===== src/rtl/dco_code_slewer.sv =====
// DCO coarse/fine control front-end: slews a binary coarse code toward a target in
// bounded, settle-spaced steps and drives the thermometer word. Optional fine dither: DCO_DITHER_EN.
module dco_code_slewer #(
  parameter  int CW         = 7,
  parameter  int FW         = 3,
  parameter  int STEP_MAX   = 1,
  parameter  int SETTLE_CYC = 4,
  parameter  int DITHER_DIV = 8,
  localparam int TW         = (2 ** CW) - 1
) (
  input  logic          clk,
  input  logic          reset_,
  input  logic          req,
  input  logic [CW-1:0] code_target,
  input  logic [FW-1:0] fine_target,
`ifdef DCO_DITHER_EN
  input  logic          dither_en,
`endif
  output logic          ack,
  output logic          busy,
  output logic [CW-1:0] cur_code,
  output logic [TW-1:0] coarse_therm,
  output logic [FW-1:0] fine_bin
);

  localparam int CNTW       = (SETTLE_CYC > 1) ? $clog2(SETTLE_CYC) : 1;
  localparam int STEP_CLAMP = (STEP_MAX > TW) ? TW : STEP_MAX;

  localparam logic [CNTW-1:0] CNT_LOAD = CNTW'(SETTLE_CYC - 1);
  localparam logic [CW-1:0]   STEP_L   = CW'(STEP_CLAMP);

  typedef enum logic [1:0] {
    ST_IDLE = 2'd0,
    ST_SLEW = 2'd1,
    ST_WAIT = 2'd2
  } state_t;

  state_t          state_q, state_d;
  logic [CNTW-1:0] cnt_q, cnt_d;
  logic [CW-1:0]   cur_q, cur_d;
  logic [CW-1:0]   tgt_q, tgt_d;
  logic [FW-1:0]   ftgt_q, ftgt_d;
  logic [TW-1:0]   therm_q, therm_d;
  logic [FW-1:0]   fine_q, fine_d;
  logic            ack_q, ack_d;
  logic            busy_q, busy_d;

  function automatic logic [TW-1:0] therm_of(input logic [CW-1:0] code);
    logic [TW-1:0] t;
    t = '0;
    for (int i = 0; i < TW; i++) begin
      t[i] = (i < int'(code));
    end
    return t;
  endfunction

  // Clipped step: never moves further than the remaining distance.
  function automatic logic [CW-1:0] step_toward(input logic [CW-1:0] cur,
                                                input logic [CW-1:0] tgt);
    logic [CW-1:0] res;
    if (tgt > cur) begin
      if ((tgt - cur) > STEP_L) begin
        res = cur + STEP_L;
      end else begin
        res = tgt;
      end
    end else begin
      if ((cur - tgt) > STEP_L) begin
        res = cur - STEP_L;
      end else begin
        res = tgt;
      end
    end
    return res;
  endfunction

`ifdef DCO_DITHER_EN
  localparam int DW = (DITHER_DIV > 1) ? $clog2(DITHER_DIV) : 1;
  localparam logic [DW-1:0] DITH_LAST = DW'(DITHER_DIV - 1);

  logic [DW-1:0] dith_cnt_q, dith_cnt_d;
  logic          dith_ph_q, dith_ph_d;
  logic [FW-1:0] fbase_q, fbase_d;

  function automatic logic [FW-1:0] fine_bump(input logic [FW-1:0] f);
    logic [FW-1:0] r;
    if (f == {FW{1'b1}}) begin
      r = f;
    end else begin
      r = f + FW'(1);
    end
    return r;
  endfunction
`endif

  // Next-state and next-output computation for the slew controller.
  always_comb begin
    state_d = state_q;
    cnt_d   = cnt_q;
    cur_d   = cur_q;
    tgt_d   = tgt_q;
    ftgt_d  = ftgt_q;
    ack_d   = 1'b0;
    busy_d  = busy_q;
`ifdef DCO_DITHER_EN
    fbase_d = fbase_q;
`else
    fine_d  = fine_q;
`endif
    case (state_q)
      ST_IDLE: begin
        if (req) begin
          tgt_d   = code_target;
          ftgt_d  = fine_target;
          busy_d  = 1'b1;
          state_d = ST_SLEW;
        end else begin
          state_d = ST_IDLE;
        end
      end
      ST_SLEW: begin
        if (cur_q == tgt_q) begin
`ifdef DCO_DITHER_EN
          fbase_d = ftgt_q;
`else
          fine_d  = ftgt_q;
`endif
          ack_d   = 1'b1;
          busy_d  = 1'b0;
          state_d = ST_IDLE;
        end else begin
          cur_d   = step_toward(cur_q, tgt_q);
          cnt_d   = CNT_LOAD;
          state_d = ST_WAIT;
        end
      end
      ST_WAIT: begin
        if (cnt_q == '0) begin
          state_d = ST_SLEW;
        end else begin
          cnt_d = cnt_q - CNTW'(1);
        end
      end
      default: begin
        busy_d  = 1'b0;
        state_d = ST_IDLE;
      end
    endcase
    therm_d = therm_of(cur_d);
  end

`ifdef DCO_DITHER_EN
  // Dither phase only runs while parked in IDLE; it is based on the last applied fine code.
  always_comb begin
    dith_cnt_d = dith_cnt_q;
    dith_ph_d  = dith_ph_q;
    if ((state_d != ST_IDLE) || (state_q != ST_IDLE) || !dither_en) begin
      dith_cnt_d = '0;
      dith_ph_d  = 1'b0;
    end else if (dith_cnt_q == DITH_LAST) begin
      dith_cnt_d = '0;
      dith_ph_d  = ~dith_ph_q;
    end else begin
      dith_cnt_d = dith_cnt_q + DW'(1);
    end
    if (dith_ph_d) begin
      fine_d = fine_bump(fbase_d);
    end else begin
      fine_d = fbase_d;
    end
  end
`endif

  // State and output registers.
  always_ff @(posedge clk or posedge reset_) begin
    if (reset_) begin
      state_q    <= ST_IDLE;
      cnt_q      <= '0;
      cur_q      <= '0;
      tgt_q      <= '0;
      ftgt_q     <= '0;
      therm_q    <= '0;
      fine_q     <= '0;
      ack_q      <= 1'b0;
      busy_q     <= 1'b0;
`ifdef DCO_DITHER_EN
      dith_cnt_q <= '0;
      dith_ph_q  <= 1'b0;
      fbase_q    <= '0;
`endif
    end else begin
      state_q    <= state_d;
      cnt_q      <= cnt_d;
      cur_q      <= cur_d;
      tgt_q      <= tgt_d;
      ftgt_q     <= ftgt_d;
      therm_q    <= therm_d;
      fine_q     <= fine_d;
      ack_q      <= ack_d;
      busy_q     <= busy_d;
`ifdef DCO_DITHER_EN
      dith_cnt_q <= dith_cnt_d;
      dith_ph_q  <= dith_ph_d;
      fbase_q    <= fbase_d;
`endif
    end
  end

  assign ack          = ack_q;
  assign busy         = busy_q;
  assign cur_code     = cur_q;
  assign coarse_therm = therm_q;
  assign fine_bin     = fine_q;

endmodule


===== config.mk =====
export PLATFORM = sky130hd
export DESIGN_NAME = dco_code_slewer
export DESIGN_NICKNAME = d
export VERILOG_FILES = /design/src/rtl/dco_code_slewer.sv
export SDC_FILE = /design/constraint.sdc
export NUM_CORES = 1
export LEC_CHECK = 0
export CORE_MARGIN = 5
export CORE_UTILIZATION = 53
export CTS_CLUSTER_DIAMETER = 80
export DETAILED_ROUTE_END_ITERATION = 10
export GPL_ROUTABILITY_DRIVEN = 1
export PLACE_DENSITY = 0.92
export REMOVE_ABC_BUFFERS = 1
export SETUP_SLACK_MARGIN = 0.15
export SYNTH_ARGS = -nofsm -noshare
export SYNTH_HDL_FRONTEND = slang
export SYNTH_SLANG_ARGS = --single-unit

===== constraint.sdc =====
create_clock -name clk -period 9 [get_ports clk]
set_clock_uncertainty 0.15 [all_clocks]
set_input_delay 2.25 -clock clk [delete_from_list [all_inputs] [get_ports clk]]
set_output_delay 2.25 -clock clk [all_outputs]
set_load 0.02 [all_outputs]

Yosys cells after proc, flatten, opt, wreduce, memory -nomap -nowiden
Index checks and enable logic that the tools add are counted.
{ "totals": {"register_bits": 153, "output_inout_bits": 139, "input_bits": 13} }
{ "classes": {"bitwise_logic": 1, "reduce_logical": 7, "eq_ne": 8, "muxes": 17, "addsub": 5, "n_lt_le_gt_ge": 130} }
{ "op_table": {"columns": ["cell", "count"], "rows": [
  ["less-than comparator 7 bit (first input constant)", 63],
  ["less-than comparator 6 x 7 -> 1 bit (first input constant)", 32],
  ["less-than comparator 5 x 7 -> 1 bit (first input constant)", 16],
  ["less-than comparator 4 x 7 -> 1 bit (first input constant)", 8],
  ["2-to-1 mux 7 bit", 5],
  ["less-than comparator 3 x 7 -> 1 bit (first input constant)", 4],
  ["> comparator 7 x 1 -> 1 bit (second input constant)", 2],
  ["less-than comparator 1 x 7 -> 1 bit (first input constant)", 2],
  ["less-than comparator 2 x 7 -> 1 bit (first input constant)", 2],
  ["subtractor 7 bit", 2],
  ["!= test 2 bit (second input constant)", 5],
  ["2-to-1 mux 2 bit", 4],
  ["adder 7 x 1 -> 7 bit (second input constant)", 1],
  ["equality test 7 bit", 1],
  ["> comparator 7 bit", 1],
  ["subtractor 7 x 1 -> 7 bit (second input constant)", 1],
  ["one-hot mux 2 bit (3 select lines)", 1],
  ["AND reduction 3 bit", 2],
  ["2-to-1 mux 1 bit", 5],
  ["zero test 2 bit", 2],
  ["one-hot mux 2 bit (2 select lines)", 1],
  ["AND reduction 2 bit", 2],
  ["one-hot mux 1 bit (3 select lines)", 1],
  ["equality test 2 x 1 -> 1 bit (second input constant)", 1],
  ["other kinds (4)", 4]
]} }

Depth between registers and ports, before layout
Gate-level depths: netlist (run 1).
{ "depth": {"word_depth": 7, "ltp_mapped": 15} }

Worst setup path before layout (run 1)
No wires, ideal clock.
{ "synth_path": {"path_type": "reg-to-reg", "startpoint": "reg cur_q[0] (netlist: cur_code[0])", "endpoint": "reg therm_q[126] (netlist: coarse_therm[126])", "required_time_ns": 8.764, "synth_period_minus_slack_ns": 3.825, "path_stages_with_launch": 13, "arrival_ns": 3.589, "setup_slack_ns": 5.175, "cell_sequence": "dfrtp_1 > inv_1 > ha_1 > fa_1 > xor2_1 > o2111a_1 > o211ai_1 > nor4_4 > mux2_2 > a221o_1 > nor2_1 > nand2_1 > nor3_1"} }
{ "synth_via": {"elab_chain_len": 7, "word_cells_on_any_way": 14, "classes_between": "add/sub: 4; order compare: 4; eq/ne: 1; mux: 5"} }
{ "synth_lines": {"columns": ["item", "line", "rtl"], "rows": [
  ["from (decl)", "40", "logic [CW-1:0] cur_q, cur_d;"],
  ["from (signal assigned)", "194", "cur_q <= cur_d;"],
  ["subtractor 7 bit (on tied branches)", "68, 62", null],
  ["> comparator 7 x 1 -> 1 bit (on tied branches)", "68, 62", null],
  ["2-to-1 mux 7 bit (on tied branches)", "68, 62", null],
  ["2-to-1 mux 7 bit", "61", "if (tgt > cur) begin"],
  ["2-to-1 mux 7 bit", "122", "if (cur_q == tgt_q) begin"],
  ["2-to-1 mux 7 bit (*)", "110", "case (state_q)"],
  ["less-than comparator 7 bit (*)", "52", "t[i] = (i < int'(code));"],
  ["via therm_d[126]", "43", "logic [TW-1:0] therm_q, therm_d;"],
  ["to (signal assigned)", "197", "therm_q <= therm_d;"],
  ["to (decl)", "43", null]
]} }
Mark *: on every way through the listed nets, which the timed path passes. The rest lies on a longest branch.
A chain may end at the register's enable or synchronous reset.

Final worst setup path (run 1)
{ "layout_path": {"startpoint": "reg cur_q[2] (netlist: cur_code[2])", "endpoint": "reg therm_q[1] (netlist: coarse_therm[1])"} }
{ "layout_via": {"elab_chain_len": 7, "word_cells_on_any_way": 14, "classes_between": "add/sub: 4; order compare: 4; eq/ne: 1; mux: 5"} }
{ "layout_lines": {"columns": ["item", "line"], "rows": [
  ["subtractor 7 bit (on tied branches)", "68, 62"],
  ["> comparator 7 x 1 -> 1 bit (on tied branches)", "68, 62"],
  ["2-to-1 mux 7 bit (on tied branches)", "68, 62"],
  ["2-to-1 mux 7 bit", "61"],
  ["2-to-1 mux 7 bit (*)", "122"],
  ["2-to-1 mux 7 bit (*)", "110"],
  ["via cur_d[5]", "40"],
  ["less-than comparator 1 x 7 -> 1 bit (*)", "52"],
  ["via therm_d[1]", "43"]
]} }
Marks and branches as above.

==> results.json, run 1 <==
{
  "layout.nets": 731,
  "ir_drop_mv": 0.3023,
  "clk_transition_reported_paths_ns": 0.06,
  "totalWireLength_um": 18590,
  "synth_most_common_cell": "dfrtp_1",
  "place_ws_ns": 3.645,
  "detail_route.wl_per_cell_um": 21.71,
  "synthArstFlopShare_pct": 100.0,
  "htree_levels": 4,
  "rr_worst_depth": 13,
  "drive_gt1_share_pct": 10.38,
  "start_util_pct": 54.64,
  "worstSetupPathType": "flip-flop to flip-flop",
  "cts.sinks": 152,
  "hold_viol": 0,
  "synth-edff-count": 0,
  "final-setup-viol-count": 0,
  "num_vias": 5049,
  "yosys_warnings": 0,
  "viasPerCell": 5.898,
  "grt_usage_pct": 27.02,
  "portBuffers": 151,
  "synth_common_cells": "152 x dfrtp_1, 51 x nand2_1, 48 x o21ai_0",
  "synth_cell_types": 61,
  "holdPathStages": 1,
  "antenna_cells": 0,
  "cp.arrival_ns": 5.61,
  "clkLatencyLatePin_ns": 0.43,
  "finalSetupTns_ns": 0,
  "min_to": "busy",
  "rows": 39,
  "place.gp.congestion": 0.8773,
  "synth-seq-area-share_pct": 60.45,
  "postRouteAntennaNets": 0,
  "cts-root-buf": "clkbuf_16",
  "ys_seq_elements": 152,
  "place_hpwl_um": 12530,
  "hold_start": "busy",
  "antenna_found_initial": 0,
  "synth.avg_cell_area_um2": 11.36,
  "cts.repair.resized": 0,
  "yosys.area.top_type": "dfrtp_1",
  "yosys-top-cells-area": "dfrtp_1 60%, o21ai_0 3.8%, a21oi_1 3.2%",
  "r2r_setup_slack_ns": 3.53,
  "rr_endpoint": "coarse_therm[1]",
  "worstPathMaxFanout": 24,
  "die-area_um2": 14150,
  "placeableCoreArea_um2": 11520,
  "status": "completed",
  "syn2layout_area_growth_pct": 35.30,
  "grt_pass1_vias": 5264,
  "grt_overflow": 0,
  "fin_ws_ns": 3.530,
  "max_freq_ghz": 0.1828,
  "ios": 152,
  "cts_tree": "yes",
  "grt_setup_unrepaired": "no",
  "worstMarginPinSlew_ns": 1.186,
  "hold_path.class": "flip-flop to flip-flop",
  "max-clock-path-buffers": 2,
  "post-route-min-period_ns": 5.470,
  "post_cts_buffers": 0,
  "leakagePower_nw": 3.783,
  "relSlewSlack_pct": 20.67,
  "cts_buffers": 17,
  "startpoint": "cur_code[2]",
  "syn_area_um2": 6292,
  "cts_hold_buf": 0,
  "drtPass1Iterations": 5,
  "synthCells": 554,
  "drv_slew": 0,
  "route.detailed.drc": 0,
  "cp-start-kind": "flip-flop",
  "die_h_um": 119.0,
  "reg2reg_from": "cur_code[2]",
  "fp.dieW_um": 119.0,
  "grt_start_max_net_pins": 80,
  "min_period_over_period_pct": 60.78,
  "worstSetupEndpointType": "flip-flop",
  "drv_cap": 0,
  "grt_pass1_wl_um": 29590,
  "power_per_cell_area_nw_per_um2": 475.6,
  "synth_top_area_share_pct": 60.45,
  "synth_top_flop_cell": "dfrtp_1",
  "worstPathRequired_ns": 9.14,
  "drt_iter0_drc": 565
}
## where the power goes
part | internal, mW | switching [mW] | total, mW
logic | 0.802 | 1.39 | 2.20
registers | 0.954 | 0.147 | 1.10
clock network | 0.467 | 0.285 | 0.752
total | 2.22 | 1.83 | 4.05
## metal layers
layer  share of wire, %  track usage (%)  vias to the layer above  routed length [µm]
li1                   -                -                     2184                   -
met1                 38            32.91                     2562                7020
met2                 51            44.87                      262                9460
met3                8.3            8.768                       41                1544
met4                3.0            10.79                        0                 562
met5                  0                0                        -                   0
## critical path, cell delays in order (launching register included)
cell	delay (ns)
dfrtp_1	0.55
inv_1	0.18
ha_1	0.46
xnor2_1	0.20
a2111oi_0	0.52
o221ai_1	0.25
nor4_2	0.18
buf_4	0.26
o31ai_1	0.14
a221oi_4	0.72
inv_2	0.29
a211oi_4	0.89
and2_1	0.41
nand2_1	0.13
## how the worst max path moves through the flow
stage	to	slack (ns)	cells after the start
final	coarse_therm[1]	3.53	13
after global routing	coarse_therm[94]	3.24	13
after CTS	coarse_therm[1]	3.57	13
after detailed placement	coarse_therm[1]	3.65	13
after global placement	coarse_therm[1]	3.82	13
after floorplan	ack	2.51	1
## metrics by stage
step / area, µm² / instances / hold WS, ns / power (mW) / util [%]
2_1_floorplan: 6150 / 526 / 0.3218 / 2.363 / -
5_1_grt: 8513 / 856 / 0.3672 / 4.260 / 73.92
3_5_place_dp: 7886 / 824 / 0.3203 / 3.236 / 68.48
6_report: 8513 / 856 / 0.3300 / 4.049 / 73.92
4_1_cts: 8513 / 856 / 0.3335 / 4.037 / 73.92
3_3_place_gp: 7886 / 824 / 0.3143 / 3.171 / 68.48
## cell families after synthesis
group | synth area share (%)
compound gates | 14.16
xor+xnor | 1.114
mux | 4.156
fa+ha+maj | 3.818
flops | 60.45
simple gates | 11.77
buf+inv | 4.534
## final cells by class
class	count	area, µm²
fillers	722	3003
flip-flops and latches	152	3804
well taps	143	178.9
multi-input cells	336	2215
clock buffers	19	432.9
clock inverters	13	193.9
inverters	38	147.6
repair buffers	155	1541
## state kept, by name, indices dropped and copies added, names as in the netlist
name,cells
fine_bin,3
coarse_therm,127
busy,1
ftgt_q,3
cnt_q,2
tgt_q,7
ack,1
cur_code,6
state_q,2
## cells in the final DEF (no fill, tap or decap), types with 3 or more instances in the layout
cell type | Yosys | routed
o21bai_1 | 4 | 4
a21oi_1 | 40 | 39
or2_2 | 3 | 3
o21a_1 | 5 | 5
clkdlybuf4s50_1 | 0 | 151
nor3_2 | 4 | 4
inv_1 | 34 | 33
nand2_1 | 51 | 51
nor3_1 | 10 | 10
dfrtp_1 | 152 | 152
inv_6 | 0 | 3
clkinvlp_4 | 0 | 3
o211ai_1 | 4 | 4
clkbuf_16 | 0 | 17
nor2b_1 | 5 | 5
o21ai_1 | 5 | 5
xnor2_1 | 6 | 6
ha_1 | 16 | 16
bufinv_16 | 0 | 4
mux2i_1 | 16 | 16
nor2_1 | 31 | 31
and2_1 | 5 | 5
buf_4 | 5 | 4
nand2b_1 | 6 | 6
inv_2 | 4 | 4
mux2_2 | 9 | 9
nand3_1 | 17 | 17
o21ai_0 | 48 | 48
o31ai_1 | 6 | 6
Power figures use the tool's default switching activity.
==> run 2: changes to the inputs <==
- CORE_UTILIZATION: 53 -> 50
- PLACE_DENSITY: 0.92 -> 0.88
- clock period: 9 -> 5.46 ns (I/O delays scaled with it)
==> run 2 against run 1 <==
Via count shrank 2.4%. Clock-buffer cell count decreased by 1. Die area is 5.5% higher. Fmax increased by 15%. Critical path type unchanged. Highest routed layer unchanged.
==> results.json, run 2 (same netlist as run 1, synthesis figures left out) <==
{
  "status": "completed",
  "cts_buffers": 17,
  "clkLatencyLatePin_ns": 0.42,
  "drive_gt1_share_pct": 11.02,
  "grt_pass1_vias": 5187,
  "worstSetupPathType": "flip-flop to flip-flop",
  "ir_drop_mv": 0.4572,
  "die_h_um": 122.2,
  "drv_slew": 0,
  "r2r_setup_slack_ns": 0.71,
  "worstSetupEndpointType": "flip-flop",
  "drv_cap": 0,
  "worstMarginPinSlew_ns": 1.277,
  "cts_hold_buf": 0,
  "clk_transition_reported_paths_ns": 0.06,
  "final_area_um2": 8581,
  "holdPathStages": 1,
  "final-setup-viol-count": 0,
  "start_util_pct": 50.48,
  "grt_pass1_wl_um": 28230,
  "power_per_cell_area_nw_per_um2": 774.3,
  "min_period_over_period_pct": 87.06,
  "cp.arrival_ns": 4.86,
  "grt_setup_unrepaired": "no",
  "post-route-min-period_ns": 4.754,
  "htree_levels": 4,
  "rr_worst_depth": 14,
  "rr_endpoint": "coarse_therm[3]",
  "dp.cells": 857,
  "reg2reg_from": "cur_code[0]",
  "layout_common_cells": "152 x dfrtp_1, 151 x clkdlybuf4s50_1, 51 x nand2_1",
  "cts_tree": "yes",
  "hold_path.class": "flip-flop to flip-flop",
  "largest_register_ffs": 127,
  "max_freq_ghz": 0.2104,
  "ios": 152,
  "final_cell_count_no_fill": 889,
  "place_area_um2": 7953,
  "cp-start-kind": "flip-flop",
  "cp_num_buf_inv": 3,
  "num_vias": 4929,
  "switching_share_pct": 44.57,
  "slowest_delay_ns": 0.64,
  "place_hpwl_um": 12580,
  "antenna_found_initial": 0,
  "p_comb_share_pct": 54.2,
  "detail_route.wl_per_cell_um": 20.18,
  "cts-root-buf": "clkbuf_16",
  "hold_start": "busy",
  "drtPass1Iterations": 5,
  "post_cts_buffers": 0,
  "worstPathRequired_ns": 5.56,
  "worstPathCellList": "inv_1 > ha_1 > fa_1 > xor2_1 > o2111a_1 > o211ai_1 > nor4_4 > mux2i_1 > a221oi_2 > buf_4 > inv_2 > nor2_2 > and2_1 > nand2_1",
  "worstPathMaxFanout": 21,
  "max-clock-path-buffers": 2,
  "crit_path_top_delay_cell": "nor4_4",
  "min_to": "busy",
  "power.share.clock_pct": 18.6,
  "grt_overflow": 0,
  "die-area_um2": 14930,
  "syn2layout_area_growth_pct": 36.37,
  "internal_power_mw": 3.683,
  "p_seq_share_pct": 27.2,
  "drt_iter0_drc": 387,
  "rows": 41,
  "viasPerCell": 5.544,
  "cts.sinks": 152,
  "postRouteAntennaNets": 0,
  "layout.nets": 735,
  "fp.dieW_um": 122.2,
  "antenna_cells": 0,
  "route.detailed.drc": 0,
  "hold_viol": 0,
  "switching_power_mw": 2.962,
  "total_power_mw": 6.644,
  "place.gp.congestion": 0.9830,
  "portBuffers": 151,
  "critPathTopFamily": "simple AND/OR/NAND/NOR gates",
  "cts.repair.resized": 0,
  "grt_usage_pct": 24.92,
  "placeableCoreArea_um2": 12470,
  "layout_commonest_cell": "dfrtp_1",
  "grt_start_max_net_pins": 127,
  "totalWireLength_um": 17940,
  "leakagePower_nw": 3.798,
  "relSlewSlack_pct": 14.86
}
-- run 2: cell types whose count changed in the layout (fill, tap and decap cells not counted) --
cell / delta
buf_4: +4
inv_8: -1
clkinvlp_4: +1
clkbuf_1: -1
clkinv_4: +1
-- run 2: metal layers --
layer  wire [µm]  track usage, %  vias up
li1            -               -     2196
met1        7134           31.23     2509
met2        8992           40.92      187
met3        1424           8.542       37
met4         392           7.978        0
met5           0               0        -
-- run 2: area by class of cell --
cell class	instances	area (µm²)
inverter	38	147.6
tap	172	215.2
multi-input combinational	336	2215
fill	868	3885
clock inverter	14	198.9
timing repair buffer	159	1572
clock buffer	18	429.2
sequential	152	3804
-- run 2: metrics by stage --
stage | hold slack [ns] | setup TNS (ns) | util, % | setup WS (ns)
6_report | 0.3314 | 0 | 68.83 | 0.7063
2_1_floorplan | 0.3218 | -23.25 | - | -0.1481
3_3_place_gp | 0.3145 | 0 | 63.80 | 0.8543
4_1_cts | 0.3358 | 0 | 68.83 | 0.7634
3_5_place_dp | 0.3220 | 0 | 63.80 | 0.7795
5_1_grt | 0.3439 | 0 | 68.83 | 0.4653
-- run 2: worst max path at each step --
| stage | startpoint | to | slack [ns] | cells past startpoint |
|---|---|---|---|---|
| CTS | cur_code[0] | coarse_therm[3] | 0.76 | 14 |
| global placement | cur_code[0] | coarse_therm[3] | 0.85 | 14 |
| detailed placement | cur_code[0] | coarse_therm[3] | 0.78 | 14 |
| finish | cur_code[0] | coarse_therm[3] | 0.71 | 14 |
| global route | cur_code[2] | coarse_therm[72] | 0.47 | 13 |
| floorplan | reset_ | ack | -0.15 | 1 |
-- run 2: power groups by stage --
stage / Clock (mW) / Sequential (mW) / Combinational [mW]
after floorplan: 0 / 2.22 / 1.67
after global placement: 0 / 1.81 / 3.47
after detailed placement: 0 / 1.82 / 3.54
after CTS: 1.24 / 1.81 / 3.58
after global routing: 1.30 / 1.85 / 3.86
final: 1.24 / 1.81 / 3.60
==> run 3: changes to the inputs <==
- ABC_AREA: default -> 1
- ABC_CLOCK_PERIOD_IN_PS: default -> 5700
- CORE_UTILIZATION: 50 -> 54
- PLACE_DENSITY: 0.88 -> 0.93
- clock period: 5.46 -> 5.7 ns (I/O delays scaled with it)
==> run 3 against run 2 <==
Fmax grew 9.4%. Hold slack lost 0.020 ns. Wire length grew 9.2%. Final area grew 0.90%. Via count grew 11%. Sequential cell count is the same. Non-clock buffer count shrank 5. Sequential power shrank 40%. Die area shrank 4.3%. Synthesized cell count grew 19%. Synthesized area grew 3.0%. Critical endpoint is now coarse_therm[32]. Highest routed layer unchanged.
==> results.json, run 3 <==
{
  "status": "completed",
  "grt.met2_usage_pct": 46.22,
  "route.detailed.drc": 0,
  "dp.cells": 940,
  "synth.avg_cell_area_um2": 9.818,
  "worstSetupEndpointType": "flip-flop",
  "cts.sinks": 152,
  "largest_register_ffs": 127,
  "final_cell_count_no_fill": 973,
  "drtPass1Iterations": 5,
  "die-area_um2": 14290,
  "internal_power_mw": 1.729,
  "multi_input_comb_area_um2": 2257,
  "ys_seq_elements": 152,
  "yosys-top-cells-area": "dfrtp_1 59%, nand2_1 7.6%, a21oi_1 4.1%",
  "synth-edff-count": 0,
  "leakagePower_nw": 4.331,
  "grt_start_max_net_pins": 98,
  "synth_most_common_cell": "dfrtp_1",
  "synthArstFlopShare_pct": 100.0,
  "ir_drop_mv": 0.2325,
  "antenna_found_initial": 0,
  "power.share.clock_pct": 50.0,
  "viasPerCell": 5.608,
  "grt_pass1_vias": 5603,
  "layout_common_cells": "152 x dfrtp_1, 151 x clkdlybuf4s50_1, 131 x nand2_1",
  "switching_power_uw": 486.3,
  "max-clock-path-buffers": 2,
  "cts.repair.resized": 0,
  "switching_share_pct": 21.95,
  "placeableCoreArea_um2": 11910,
  "min_period_over_period_pct": 76.22,
  "syn2layout_area_growth_pct": 33.62,
  "synth_top_flop_cell": "dfrtp_1",
  "finalSetupTns_ns": 0,
  "layout.nets": 844,
  "rows": 40,
  "use_met1_pct": 36.95,
  "yosys_warnings": 0,
  "clkLatencyLatePin_ns": 0.42,
  "synthCells": 660,
  "synth_cell_types": 33,
  "relSlewSlack_pct": 34.41,
  "fin_ws_ns": 1.355,
  "syn_area_um2": 6480,
  "ios": 152,
  "p_seq_share_pct": 48.7,
  "layout_commonest_cell": "dfrtp_1",
  "cp-start-kind": "flip-flop",
  "cts_hold_buf": 0,
  "drive_gt1_share_pct": 11.02,
  "grt_util_met3_pct": 8.435,
  "worstPathRequired_ns": 5.82,
  "drv_slew": 0,
  "grt_overflow": 0,
  "htree_levels": 4,
  "num_vias": 5457,
  "finish.utilization_pct": 72.69,
  "drv_cap": 0,
  "cp.arrival_ns": 4.46,
  "clk_transition_reported_paths_ns": 0.06,
  "synth-seq-area-share_pct": 58.70,
  "grt_setup_unrepaired": "no",
  "worstSetupPathType": "flip-flop to flip-flop",
  "final-setup-viol-count": 0,
  "worstPathMaxFanout": 12,
  "place_ws_ns": 1.584,
  "hold_viol": 0,
  "drt_iter0_drc": 650,
  "portBuffers": 151,
  "detail_route.wl_per_cell_um": 20.15,
  "grt_pass1_wl_um": 31410,
  "regArea_um2": 3804,
  "hold_path.class": "flip-flop to flip-flop",
  "fp.dieW_um": 119.5,
  "synth_top_area_share_pct": 58.70,
  "max_freq_ghz": 0.2302,
  "post_cts_buffers": 0,
  "fillers": 778,
  "die_h_um": 119.5,
  "post-route-min-period_ns": 4.345,
  "power_per_cell_area_nw_per_um2": 255.9,
  "synth_common_cells": "152 x dfrtp_1, 131 x nand2_1, 65 x inv_1",
  "yosys.area.top_type": "dfrtp_1",
  "totalWireLength_um": 19600,
  "p_comb_share_pct": 1.4,
  "postRouteAntennaNets": 0,
  "cts_tree": "yes",
  "start_util_pct": 54.40,
  "worstMarginPinSlew_ns": 0.9803,
  "holdWs_ns": 0.3117,
  "busiest_layer": "met2",
  "cts_buffers": 17,
  "place.gp.congestion": 0.9437,
  "grt_usage_pct": 28.46,
  "cts-root-buf": "clkbuf_16",
  "antenna_cells": 0,
  "place_hpwl_um": 12850
}
## run 3: cell types whose count changed in the layout (fill, tap and decap cells not counted), sizes merged, moves of 7 or more
cell   previous run  this run
mux2i            16         0
nor3             15         4
inv              40        80
mux2              9         2
nand2            54       148
nor2             32        64
a21oi            41        55
xor2              2        10
nand3            17        49
o21ai            54        38
nand4             0        20
## run 3: kinds of logic after synthesis
logic type,count (synthesis),synth area share (%)
buf+inv,96,6.468
fa+ha+maj,18,3.707
compound gates,97,7.936
mux,2,0.3475
flops,152,58.70
xor+xnor,10,1.352
simple gates,285,21.49
## run 3: cell type report
type / count / area share [%]
tap: 147 / 2.124
sequential: 152 / 43.93
inverter: 76 / 3.410
multi-input combinational: 412 / 26.07
timing repair buffer: 154 / 17.76
clock inverter: 11 / 1.272
clock buffer: 21 / 5.434
## run 3: path summary, 6_finish.rpt
check | from | cells past startpoint | to | slack [ns]
setup / recovery | cur_code[0] | 17 | coarse_therm[32] | 1.36
hold / removal | cnt_q[0] | 1 | cnt_q[0] | 0.31
setup reg to reg | cur_code[0] | 17 | coarse_therm[32] | 1.36
hold reg to reg | cnt_q[0] | 1 | cnt_q[0] | 0.31
max in group asynchronous | reset_ | 3 | coarse_therm[34] | 3.06
min in group asynchronous | reset_ | 2 | coarse_therm[96] | 1.41
## run 3: metrics by stage
| step | cell area, µm² | power [mW] |
|---|---|---|
| finish | 8658 | 2.216 |
| global route | 8658 | 2.275 |
| CTS | 8647 | 2.228 |
| detailed placement | 8066 | 1.130 |
| global placement | 8066 | 1.129 |
| floorplan | 6351 | 1.115 |
## run 3: per-layer routing
metal  share of wire (%)  up-vias  routed length (µm)
li1                    -     2435                   -
met1                  38     2635                7511
met2                  49      332                9652
met3                 9.7       55                1892
met4                 2.8        0                 544
met5                   0        -                   0
## run 3: power by group through the flow
stage / sequential, mW / combinational, mW / clock, mW
after global routing: 1.08 / 0.0351 / 1.16
after CTS: 1.08 / 0.0313 / 1.12
final: 1.08 / 0.0300 / 1.11
after global placement: 1.10 / 0.0307 / 0
after detailed placement: 1.10 / 0.0310 / 0
after floorplan: 1.10 / 0.0157 / 0
## run 3: critical path, stage by stage (launching register included)
cell      delay, ns
dfrtp_1        0.53
inv_1          0.16
ha_1           0.26
fa_1           0.40
inv_1          0.14
nand2_1        0.07
a21boi_1       0.15
nand3_1        0.15
nor2_4         0.24
nand4_1        0.14
nand3_1        0.10
nand3_1        0.08
nand2_1        0.53
inv_1          0.31
nor2_2         0.33
nand2_1        0.12
nand2_1        0.18
o21ai_0        0.16
